==> src/rtl/spi_slave_transmitter_if.sv <==
// Bus bundle for the SPI slave response transmitter: SPI pins, response
// request/operands from the host logic, and status back to it.
interface spi_slave_transmitter_if;
  logic        io_SpiClk;
  logic        io_CS;
  logic        io_Start;
  logic [1:0]  io_ResponseType;
  logic [7:0]  io_R1;
  logic [31:0] io_Payload;
  logic [3:0]  io_NcrBytes;
  logic        io_DO;
  logic        io_Busy;
  logic        io_Done;
  logic        io_Aborted;

  modport slave (
    input  io_SpiClk, io_CS, io_Start, io_ResponseType, io_R1, io_Payload, io_NcrBytes,
    output io_DO, io_Busy, io_Done, io_Aborted
  );

  modport master (
    output io_SpiClk, io_CS, io_Start, io_ResponseType, io_R1, io_Payload, io_NcrBytes,
    input  io_DO, io_Busy, io_Done, io_Aborted
  );
endinterface

==> src/rtl/spi_slave_transmitter.sv <==
// SPI mode-0 slave that sends 0xFF filler bytes followed by an R1 or R3/R7
// response, shifting on SCK falling edges detected in the system clock domain.
//
// state | meaning
// IDLE  | waiting for a start request with CS low; MISO held high
// FILL  | clocking out 0xFF filler bits, one per SCK fall
// SEND  | clocking out the response MSB first, one bit per SCK fall
module spi_slave_transmitter (
  input  logic                          clock,
  input  logic                          reset,
  spi_slave_transmitter_if.slave        bus
);

  typedef enum logic [1:0] {
    S_IDLE = 2'd0,
    S_FILL = 2'd1,
    S_SEND = 2'd2
  } state_e;

  state_e      state_q, state_d;
  logic        prev_sck_q, prev_sck_d;
  logic [6:0]  fill_cnt_q, fill_cnt_d;
  logic [5:0]  bit_cnt_q, bit_cnt_d;
  logic [39:0] shift_q, shift_d;
  logic        done_q, done_d;
  logic        aborted_q, aborted_d;

  logic        fall;
  logic [3:0]  ncr_eff;
  logic [6:0]  fill_load;
  logic [5:0]  bit_load;

  assign fall      = prev_sck_q & ~bus.io_SpiClk;
  assign ncr_eff   = (bus.io_NcrBytes == 4'd0) ? 4'd1 : bus.io_NcrBytes;
  assign fill_load = {ncr_eff, 3'b000};
  assign bit_load  = (bus.io_ResponseType == 2'd1) ? 6'd40 : 6'd8;

  always_ff @(posedge clock) begin
    if (reset) begin
      state_q    <= S_IDLE;
      prev_sck_q <= 1'b0;
      fill_cnt_q <= 7'd0;
      bit_cnt_q  <= 6'd0;
      shift_q    <= 40'd0;
      done_q     <= 1'b0;
      aborted_q  <= 1'b0;
    end else begin
      state_q    <= state_d;
      prev_sck_q <= prev_sck_d;
      fill_cnt_q <= fill_cnt_d;
      bit_cnt_q  <= bit_cnt_d;
      shift_q    <= shift_d;
      done_q     <= done_d;
      aborted_q  <= aborted_d;
    end
  end

  always_comb begin
    state_d    = state_q;
    prev_sck_d = bus.io_SpiClk;
    fill_cnt_d = fill_cnt_q;
    bit_cnt_d  = bit_cnt_q;
    shift_d    = shift_q;
    done_d     = 1'b0;
    aborted_d  = 1'b0;
    case (state_q)
      S_IDLE: begin
        // A fall in the accept cycle is deliberately not counted.
        if (bus.io_Start && !bus.io_CS) begin
          shift_d    = {bus.io_R1, bus.io_Payload};
          bit_cnt_d  = bit_load;
          fill_cnt_d = fill_load;
          state_d    = S_FILL;
        end
      end
      S_FILL: begin
        if (bus.io_CS) begin
          state_d   = S_IDLE;
          aborted_d = 1'b1;
        end else if (fall && fill_cnt_q != 7'd0) begin
          fill_cnt_d = fill_cnt_q - 7'd1;
          if (fill_cnt_q == 7'd1) begin
            state_d = S_SEND;
          end
        end
      end
      S_SEND: begin
        if (bus.io_CS) begin
          state_d   = S_IDLE;
          aborted_d = 1'b1;
        end else if (fall && bit_cnt_q != 6'd0) begin
          shift_d   = {shift_q[38:0], 1'b0};
          bit_cnt_d = bit_cnt_q - 6'd1;
          if (bit_cnt_q == 6'd1) begin
            state_d = S_IDLE;
            done_d  = 1'b1;
          end
        end
      end
      default: begin
        state_d = S_IDLE;
      end
    endcase
  end

  always_comb begin
    bus.io_DO      = (state_q == S_SEND) ? shift_q[39] : 1'b1;
    bus.io_Busy    = (state_q != S_IDLE);
    bus.io_Done    = done_q;
    bus.io_Aborted = aborted_q;
  end

endmodule
==> src/flat_wrapper.sv <==
// flat-port wrapper written by rule: the top's interface ports become plain ports
module spi_slave_transmitter_flat 
  (clock, reset, bus_io_SpiClk, bus_io_CS, bus_io_Start, bus_io_ResponseType, bus_io_R1, bus_io_Payload, bus_io_NcrBytes, bus_io_DO, bus_io_Busy, bus_io_Done, bus_io_Aborted);
  spi_slave_transmitter_if bus_i ();
  input  logic clock;
  input  logic reset;
  input wire logic [$bits(bus_i.io_SpiClk)-1:0] bus_io_SpiClk;
  input wire logic [$bits(bus_i.io_CS)-1:0] bus_io_CS;
  input wire logic [$bits(bus_i.io_Start)-1:0] bus_io_Start;
  input wire logic [$bits(bus_i.io_ResponseType)-1:0] bus_io_ResponseType;
  input wire logic [$bits(bus_i.io_R1)-1:0] bus_io_R1;
  input wire logic [$bits(bus_i.io_Payload)-1:0] bus_io_Payload;
  input wire logic [$bits(bus_i.io_NcrBytes)-1:0] bus_io_NcrBytes;
  output wire logic [$bits(bus_i.io_DO)-1:0] bus_io_DO;
  output wire logic [$bits(bus_i.io_Busy)-1:0] bus_io_Busy;
  output wire logic [$bits(bus_i.io_Done)-1:0] bus_io_Done;
  output wire logic [$bits(bus_i.io_Aborted)-1:0] bus_io_Aborted;
  assign bus_i.io_SpiClk = bus_io_SpiClk;
  assign bus_i.io_CS = bus_io_CS;
  assign bus_i.io_Start = bus_io_Start;
  assign bus_i.io_ResponseType = bus_io_ResponseType;
  assign bus_i.io_R1 = bus_io_R1;
  assign bus_i.io_Payload = bus_io_Payload;
  assign bus_i.io_NcrBytes = bus_io_NcrBytes;
  assign bus_io_DO = bus_i.io_DO;
  assign bus_io_Busy = bus_i.io_Busy;
  assign bus_io_Done = bus_i.io_Done;
  assign bus_io_Aborted = bus_i.io_Aborted;
  spi_slave_transmitter u_core (.clock(clock), .reset(reset), .bus(bus_i));
endmodule
==> config.mk <==
export PLATFORM = sky130hd
export DESIGN_NAME = spi_slave_transmitter_flat
export DESIGN_NICKNAME = d
export VERILOG_FILES = /design/src/rtl/spi_slave_transmitter_if.sv /design/src/rtl/spi_slave_transmitter.sv /design/src/flat_wrapper.sv
export SDC_FILE = /design/constraint.sdc
export NUM_CORES = 1
export LEC_CHECK = 0
export CORE_MARGIN = 10
export CORE_UTILIZATION = 35
export DETAILED_ROUTE_END_ITERATION = 10
export SLEW_MARGIN = 20
export SYNTH_ARGS = -nofsm -noshare
export SYNTH_HDL_FRONTEND = slang
export SYNTH_SLANG_ARGS = --single-unit
==> constraint.sdc <==
create_clock -name clock -period 3.3 [get_ports clock]
set_clock_uncertainty 0.15 [all_clocks]
set_input_delay 0.33 -clock clock [delete_from_list [all_inputs] [get_ports clock]]
set_output_delay 0.33 -clock clock [all_outputs]
set_load 0.01 [all_outputs]
======== After elaboration in Yosys (flattened, before gate mapping) ========
Cells that the tools add are included.
cells by class
  multipliers ............................. 0
  muxes and demuxes ....................... 25
  eq/ne operators ......................... 14
  reduce and logical (&&, ||, !) cells .... 17
  order comparisons ....................... 0
  $add $sub $neg .......................... 2
  bitwise logic cells ..................... 5
  shift operators ......................... 0
  div/mod/pow operators ................... 0
operators by type and width
  operator               number
  $mux W40               3
  $pmux W40 S2           1
  $mux W6                4
  $mux W7                3
  $mux W2                7
  $pmux W7 S2            1
  $ne A3 B2 Y1 const B   4
  $pmux W6 S2            1
  $reduce_and A4 Y1      2
  $eq A7 B1 Y1 const B   1
  $reduce_bool A7 Y1     1
  $sub A7 B1 Y7 const B  1
  $eq A6 B1 Y1 const B   1
  $ne A2 B1 Y1 const B   3
  $pmux W2 S3            1
  $reduce_bool A2 Y1     3
  $reduce_bool A6 Y1     1
  $sub A6 B1 Y6 const B  1
  $reduce_and A5 Y1      1
  $eq A2 B1 Y1 const B   2
  $logic_not A4 Y1       1
  $mux W4                1
  $ne A2 B2 Y1 const B   2
  $not A1 Y1             4
  other kinds (8)        13
storage, ports and cells
  register bits after elaboration ......... 58
  memories ................................ 0
  memory bits (read-only) ................. 0
  output and inout bits ................... 4
  word-level logic and storage cells ...... 70
  RAM bits ................................ 0
  bits of input ports ..................... 51
  latch bits .............................. 0

======== Logic depth before layout (Yosys ltp) ========
Gate-level depths: netlist of run 1.
  depth after elaboration ................. 6
  gate-level depth with buffers ........... 8

======== Worst setup path before layout of run 1 ========
Ideal clock, no wire load.
  path type ............................... reg2reg
  start point ............................. reg u_core.state_q[0]
  end point ............................... reg u_core.shift_q[10]
  setup slack ............................. 1398 ps
  arrival ................................. 1635 ps
  buffers on the path ..................... 2
  period minus slack after synthesis ...... 1902 ps
  library setup time ...................... 116 ps
  data required time ...................... 3034 ps
  stages on the path, launching flop included .. 9
  path through ............................ dfxtp_1 > inv_1 > ha_1 > buf_2 > inv_1 > nor2_1 > a21oi_4 > buf_2 > o211a_1
between the ends
  word-level cells in the longest chain between the ends .. 3
RTL lines
  item                                                     line                         text
  start, declared                                          spi_slave_transmitter.sv:20  state_e state_q, state_d;
  start signal, assigned                                   spi_slave_transmitter.sv:48  state_q <= state_d;
  $eq A2 B2 Y1 / $logic_not A2 Y1 (equally long branches)  spi_slave_transmitter.sv:66  case (state_q)
  $ne A2 B1 Y1 (no line), or another cell as far along     -
  $reduce_and A4 Y1 (no line)                              -
  end signal, assigned                                     spi_slave_transmitter.sv:52  shift_q <= shift_d;
  end, declared                                            spi_slave_transmitter.sv:24  logic [39:0] shift_q, shift_d;
Parallel ways exist; a longest one is shown, timed or not.
A chain may end at the register's enable or synchronous reset.

======== Worst setup path in the final report of run 1 ========
  start point ............................. reg u_core.state_q[0]
  end point ............................... out bus_io_DO
between the ends
  word-level cells in the longest chain between the ends .. 2
RTL lines
  item           line                          text
  $eq A2 B2 Y1   spi_slave_transmitter.sv:107  bus.io_DO = (state_q == S_SEND) ? shift_q[39] : 1'b1;
  $mux W1        spi_slave_transmitter.sv:107
  end, declared  flat_wrapper.sv:14            output wire logic [$bits(bus_i.io_DO)-1:0] bus_io_DO;
No other way between the ends.

==> metrics.csv, run 1 <==
stage,metric,value,unit
worst_setup_path,crit_path_max_incr_delay,0.58,ns
worst_setup_path,cp_max_fo,45,
timing,slew_headroom,0.5045,
die,row_count,35,
synthesis,post_synth_and_or_nand_nor_area_fraction,0.1098,
timing,fin_ws,0.5352,ns
clock_network,cts_max_level,3,
die,die_x,116.3,um
die,core,9153,um2
synthesis,synth_top_family_by_area,compound AO/OA/AOI/OAI gates,
global_routing,grt_overflow,0,
power_and_ir_drop,p_total,2799,uW
synthesis,ys_seq_area_frac,0.3576,
global_routing,grt_max_degree,54,
clock_network,cts_tree,done,
power_and_ir_drop,p_leak,0.001694,uW
placement,io_buffers,54,
synthesis,synth_area_per_cell,9.721,um2
synthesis,muxShareOfSynthArea,0.1233,
die,io_pins,55,
worst_setup_path,worst-path-buf-inv,3,
drt,wl_per_cell,17.62,um
synthesis,ys_seq_elements,58,
worst_setup_path,required,2.82,ns
clock_network,cts_resized,0,
clock_network,clk_pin_slew,0.06,ns
drt,ant_nets,0,
layout,diodes,0,
drt,drtPass1Iterations,4,
timing,fin_setup_tns,0,ns
drt,totalWireLength,8.702,mm
die,die_y,116.3,um
synthesis,synth_area,3247,um2
synthesis,ys_types,49,
worst_setup_path,crit_slowest_cell,buf_4,
timing,fmax,361.7,MHz
worst_setup_path,critical_path_class,reg -> out,
placement,dp_hpwl,5.512,mm
worst_setup_path,ff2ff_path_depth,8,
worst_setup_path,cp-start-kind,register,
clock_network,clock_sink_count,58,
layout,fillers,906,
synthesis,synth_flop_cell,dfxtp_1,
synthesis,syn_inst,334,
synthesis,ys_warn_count,0,
timing,finalHoldViolations,0,
global_routing,grt_pass1_wl,14.66,mm
clock_network,post_cts_buffers,0,
synthesis,yosys.area_share.xor_xnor,0,
placement,placed_area,3872,um2
layout,final_nets,438,
die,die_area,13530,um2
power_and_ir_drop,ir_drop,0.0002639,V
synthesis,syn-num-nets,394,
layout,area_delta_synth_final,25.59,%
worst_setup_path,critical_path.cell_chain,inv_1 > ha_2 > buf_4 > nand2b_1 > clkdlybuf4s50_1,
clock_network,hold_buffers,0,
worst_setup_path,cp_top_family,buffers and inverters,
global_routing,global_route.usage.total,0.1324,
die,start_util,0.3548,
worst_hold_path,whs_path_depth,2,
clock_network,cts_buffer_depth,2,
worst_setup_path,cp.depth,5,
clock_network,cts_root_buf,clkbuf_8,
timing,fin_crit,2.765,ns
drt,via_per_inst,5.836,
placement,gp_congestion,0.8057,
flow_run,cap_violations,0,
drt,via_count,2883,
clock_network,cts_buffers,9,
timing,finalSetupViolCount,0,
synthesis,synthAdderAreaFrac,0.03468,
layout,finalInstanceArea,4078,um2
synthesis,synth_enable_flop_cells,0,
outcome,run_status,"complete, no violations",
timing,period_share,0.8378,
placement,place_ws,0.7832,ns
worst_hold_path,hold_path.class,reg -> reg,
layout,drive_gt1_frac,0.08355,
timing,worst_pin_slew,0.7432,ns
global_routing,antenna_found_initial,0,
layout,multi_input_area,1927,um2
drt,drc,0,
clock_network,clk_latency,0.33,ns
global_routing,grt_pass1_vias,2871,
worst_setup_path,cp.arrival,2.28,ns
drt,drt_iter0_drc,273,
timing,slew_violations,0,
synthesis,synth-async-reset-ratio,0,
layout,seqCellArea,1161,um2
worst_setup_path,end_kind,output pin,
synthesis,synth_compound_area_frac,0.3206,
power_and_ir_drop,powerDensity,686.4,nW/um2
timing,rsz0062_at_grt,no,
==> sequential cells by signal, summed over array words and instances (netlist names) <==
signal / flops
u_core.bus.io_Aborted: 1
u_core.state_q: 2
u_core.bit_cnt_q: 6
u_core.fill_cnt_q: 7
u_core.prev_sck_q: 1
u_core.shift_q: 40
u_core.bus.io_Done: 1
==> worst reg2reg max path, delay by kind of cell (launching register included) <==
kind	cells	cell delay, ns
simple gates	1	0.08
compound gates	1	0.10
mux	1	0.26
buf+inv	4	0.90
flops	1	0.37
fa+ha+maj	1	0.31
==> cell type report <==
| type | instances | area share |
|---|---|---|
| clock buffers | 12 | 0.03805 |
| clock inverters | 4 | 0.01227 |
| inverters | 10 | 0.009205 |
| multi-input cells | 236 | 0.4725 |
| flip-flops and latches | 58 | 0.2847 |
| well taps | 111 | 0.03406 |
| repair buffers | 63 | 0.1491 |
==> synthesized netlist by cell type (all sizes together) (3+ instances only) <==
master   n  area, um2
o31ai    5      37.54
inv      8      30.03
nand3    5      25.02
ha       9      112.6
mux2i   40      400.4
nand2b   3      18.77
nor2    11      41.29
clkbuf  15      56.30
o211a   40      400.4
nor3     6      35.03
o32ai    4      35.03
nand2   16      60.06
o21ai    4      20.02
o211ai  42      315.3
a221oi   5      43.79
dfxtp   58       1161
a21oi    8      51.30
buf     15      81.33
nor4     3      33.78
==> routing by layer <==
metal | track usage | vias up | part of all wire
li1 | - | 1408 | -
met3 | 0.04468 | 9 | 0.052
met4 | 0.03336 | 0 | 0.011
met2 | 0.1998 | 76 | 0.46
met5 | 0 | - | 0
met1 | 0.1763 | 1390 | 0.48
==> kinds of logic after synthesis <==
group           count (synthesis)
simple gates                   62
flops                          58
mux                            40
compound gates                125
buf+inv                        40
fa+ha+maj                       9
==> metrics by stage <==
stage               hold slack, ns  utilization  cells
global placement            0.2958       0.4231    478
detailed placement          0.3271       0.4231    478
floorplan                   0.2844            -    334
CTS                         0.3379       0.4455    494
global route                0.3538       0.4455    494
finish                      0.3293       0.4455    494
==> report_power, final <==
part	internal (uW)	total (uW)	switching, uW
logic	463	1070	609
registers	916	1050	129
clock network	389	682	293
total	1770	2800	1030
==> placed cells by master, fill, tap and decap left out, drive strengths merged, types with 3 or more instances in the layout <==
master         synthesis  layout
nand2                 16      16
buf                   15       9
clkinv                 2       3
a221oi                 5       5
o211a                 40      40
nor3                   6       6
ha                     9       9
nand3                  5       5
nand2b                 3       3
o31ai                  5       5
a21oi                  8       8
inv                    8       8
nor2                  11      11
o21ai                  4       4
o32ai                  4       4
clkdlybuf4s50          0      54
o211ai                42      42
dfxtp                 58      58
mux2i                 40      40
nor4                   3       3
clkbuf                15      12
==> path summary, 6_finish.rpt <==
check | to | start | slack [ns]
worst max-delay path | bus_io_DO | u_core.state_q[0] | 0.54
worst min-delay path | u_core.shift_q[0] | u_core.shift_q[0] | 0.33
worst max register to register | u_core.shift_q[0] | u_core.state_q[0] | 1.07
worst min register to register | u_core.shift_q[0] | u_core.shift_q[0] | 0.33
No activity file was read; power rests on OpenSTA's default activity.
==> run 2, diff against run 1 <==
- clock period: 3.3 -> 2.35 ns (I/O delays scaled with it)
==> run 2 against run 1 <==
First-iteration DRC count decreased by 37%; register-to-register slack got worse by 0.89 ns; final cell count rose by 0.81%; clock power up 43%; largest cell class unchanged; flip-flop and latch count unchanged; via count increased by 1.7%; routed wire length decreased by 0.84%; critical path depth stayed put.
==> metrics.csv, run 2 (synthesis results as in run 1) <==
stage,metric,value,unit,change
worst_setup_path,critical_path.cell_chain,inv_1 > ha_2 > buf_12 > nand2b_1 > clkdlybuf4s50_1,,was inv_1 > ha_2 > buf_4 > nand2b_1 > clkdlybuf4s50_1
drt,wl_per_cell,17.33,um,was 17.62 um
placement,dp_hpwl,5.659,mm,was 5.512 mm
layout,fillers,878,,was 906
global_routing,global_route.usage.total,0.1331,,was 0.1324
drt,via_count,2932,,"was 2,883"
worst_setup_path,ff2ff_path_depth,6,,was 8
layout,largest_reg_flops,40,,unchanged
timing,worst_pin_slew,0.5767,ns,was 0.7432 ns
die,die_x,116.3,um,unchanged
worst_setup_path,reg2reg_to,u_core.state_q[0],,was u_core.shift_q[0]
timing,fin_setup_tns,0,ns,unchanged
drt,via_per_inst,5.888,,was 5.836
clock_network,cts_buffer_depth,2,,unchanged
placement,gp_congestion,0.8129,,was 0.8057
global_routing,grt_max_degree,54,,unchanged
worst_hold_path,whs_path_depth,2,,unchanged
clock_network,post_cts_buffers,0,,unchanged
layout,multi_input_area,1933,um2,was 1927 um2
clock_network,cts_buffers,9,,unchanged
clock_network,clk_latency,0.34,ns,was 0.33 ns
die,die_area,13530,um2,unchanged
clock_network,clk_pin_slew,0.07,ns,was 0.06 ns
die,io_pins,55,,unchanged
layout,final_common_cell,dfxtp_1,,unchanged
timing,slew_violations,0,,unchanged
clock_network,cts_max_level,3,,unchanged
global_routing,antenna_found_initial,0,,unchanged
worst_setup_path,cp-start-kind,register,,unchanged
worst_setup_path,critical_path_class,reg -> out,,unchanged
timing,rsz0062_at_grt,no,,unchanged
worst_hold_path,min_to,u_core.shift_q[0],,unchanged
timing,period_share,0.9630,,
die,start_util,0.3548,,unchanged
drt,drc,0,,unchanged
layout,final_cells,498,,was 494
global_routing,grt_pass1_vias,2953,,"was 2,871"
layout,top_register,u_core.shift_q,,unchanged
layout,final_nets,442,,was 438
die,core,9153,um2,unchanged
layout,seqCellArea,1161,um2,unchanged
timing,fmax,441.9,MHz,
power_and_ir_drop,ir_drop,0.0003772,V,was 0.0002639 V
drt,drtPass1Iterations,4,,unchanged
worst_setup_path,crit_path_max_incr_delay,0.55,ns,was 0.58 ns
die,row_count,35,,unchanged
placement,io_buffers,54,,unchanged
worst_setup_path,cp.arrival,1.88,ns,was 2.28 ns
clock_network,clock_sink_count,58,,unchanged
worst_setup_path,end_kind,output pin,,unchanged
worst_setup_path,required,1.97,ns,was 2.82 ns
worst_setup_path,r2r_slack,0.18,ns,was 1.07 ns
flow_run,cap_violations,0,,unchanged
timing,finalSetupViolCount,0,,unchanged
global_routing,grt_overflow,0,,unchanged
layout,reg_top3,"u_core.shift_q (40), u_core.fill_cnt_q (7), u_core.bit_cnt_q (6)",,unchanged
placement,post-place-cells,482,,was 478
drt,totalWireLength,8.629,mm,was 8.702 mm
outcome,run_status,"complete, no violations",,unchanged
drt,ant_nets,0,,unchanged
layout,diodes,0,,unchanged
timing,finalHoldViolations,0,,unchanged
clock_network,cts_tree,done,,unchanged
power_and_ir_drop,powerDensity,971.1,nW/um2,was 686.4 nW/um2
power_and_ir_drop,p_leak,0.001734,uW,was 0.001694 uW
clock_network,cts_root_buf,clkbuf_8,,unchanged
timing,fin_crit,2.263,ns,
worst_hold_path,hp-start,u_core.shift_q[0],,unchanged
worst_setup_path,r2r_start,u_core.fill_cnt_q[0],,was u_core.state_q[0]
worst_setup_path,crit_slowest_cell,clkdlybuf4s50_1,,was buf_4
layout,drive_gt1_frac,0.09819,,was 0.08355
global_routing,grt_pass1_wl,14.65,mm,was 14.66 mm
die,die_y,116.3,um,unchanged
worst_hold_path,hold_path.class,reg -> reg,,unchanged
timing,slew_headroom,0.6155,,was 0.5045
drt,drt_iter0_drc,173,,was 273
layout,area_delta_synth_final,28.86,%,was 25.59%
layout,layout_common_cells,"58 x dfxtp_1, 54 x clkdlybuf4s50_1, 42 x o211ai_1, 40 x mux2i_1, 40 x o211a_1",,unchanged
worst_setup_path,cp_max_fo,31,,was 45
-- run 2: changes by cell type in the layout (fill, tap and decap cells not counted), sizes merged --
cell	before	now
clkinvlp	2	3
inv	8	9
buf	9	13
clkbuf	12	11
clkinv	3	2
-- run 2: critical path: cells and delay by family (launching register included) --
kind	cells	cell delay (ns)
adder cells (fa/ha/maj)	1	0.22
buffers and inverters	3	0.81
flip-flops	1	0.37
AND/OR/NAND/NOR	1	0.13
-- run 2: what timing repair did --
action,in CTS,in global routing
resized for setup,0,1
hold buffers,0,0
setup endpoints to repair,0,1
-- run 2: worst max-delay path by stage --
stage,start,to,slack (ns),cells after the start
global placement,bus_io_CS,u_core.bit_cnt_q[2],0.22,6
finish,u_core.state_q[0],bus_io_DO,0.09,5
global route,u_core.state_q[1],u_core.fill_cnt_q[3],0.003,6
detailed placement,bus_io_CS,u_core.shift_q[0],0.18,6
floorplan,u_core.state_q[0],u_core.shift_q[10],0.45,8
CTS,u_core.state_q[0],bus_io_DO,0.07,5
-- run 2: through the flow --
| stage | total power (uW) | hold slack [ns] | util | instance area, um2 | setup WS (ns) |
|---|---|---|---|---|---|
| after floorplan | 2563 | 0.2132 | - | 3247 | 0.4483 |
| after global placement | 3074 | 0.2942 | 0.4332 | 3965 | 0.2163 |
| after detailed placement | 3104 | 0.3072 | 0.4332 | 3965 | 0.1843 |
| after CTS | 4092 | 0.3165 | 0.4565 | 4178 | 0.07270 |
| after global routing | 4349 | 0.3531 | 0.4571 | 4184 | 0.003320 |
| final | 4063 | 0.3151 | 0.4571 | 4184 | 0.08687 |
-- run 2: layer usage --
metal | GRT usage | wire length, um
met1 | 0.1752 | 4141
met2 | 0.1995 | 3851
met3 | 0.03493 | 479
met4 | 0.05922 | 157
met5 | 0 | 0
-- run 2: area by class of cell --
class / instances / share of cell area
clock buffer: 11 / 0.03618
clock inverter: 5 / 0.01465
inverter: 10 / 0.008971
multi-input combinational: 236 / 0.4620
sequential: 58 / 0.2775
tap: 111 / 0.03319
timing repair buffer: 67 / 0.1675
-- run 2: report_power, final --
part	total (uW)	internal (uW)	switching, uW
sequential	1460	1290	178
combinational	1620	742	882
clock	975	551	425
total	4060	2580	1480
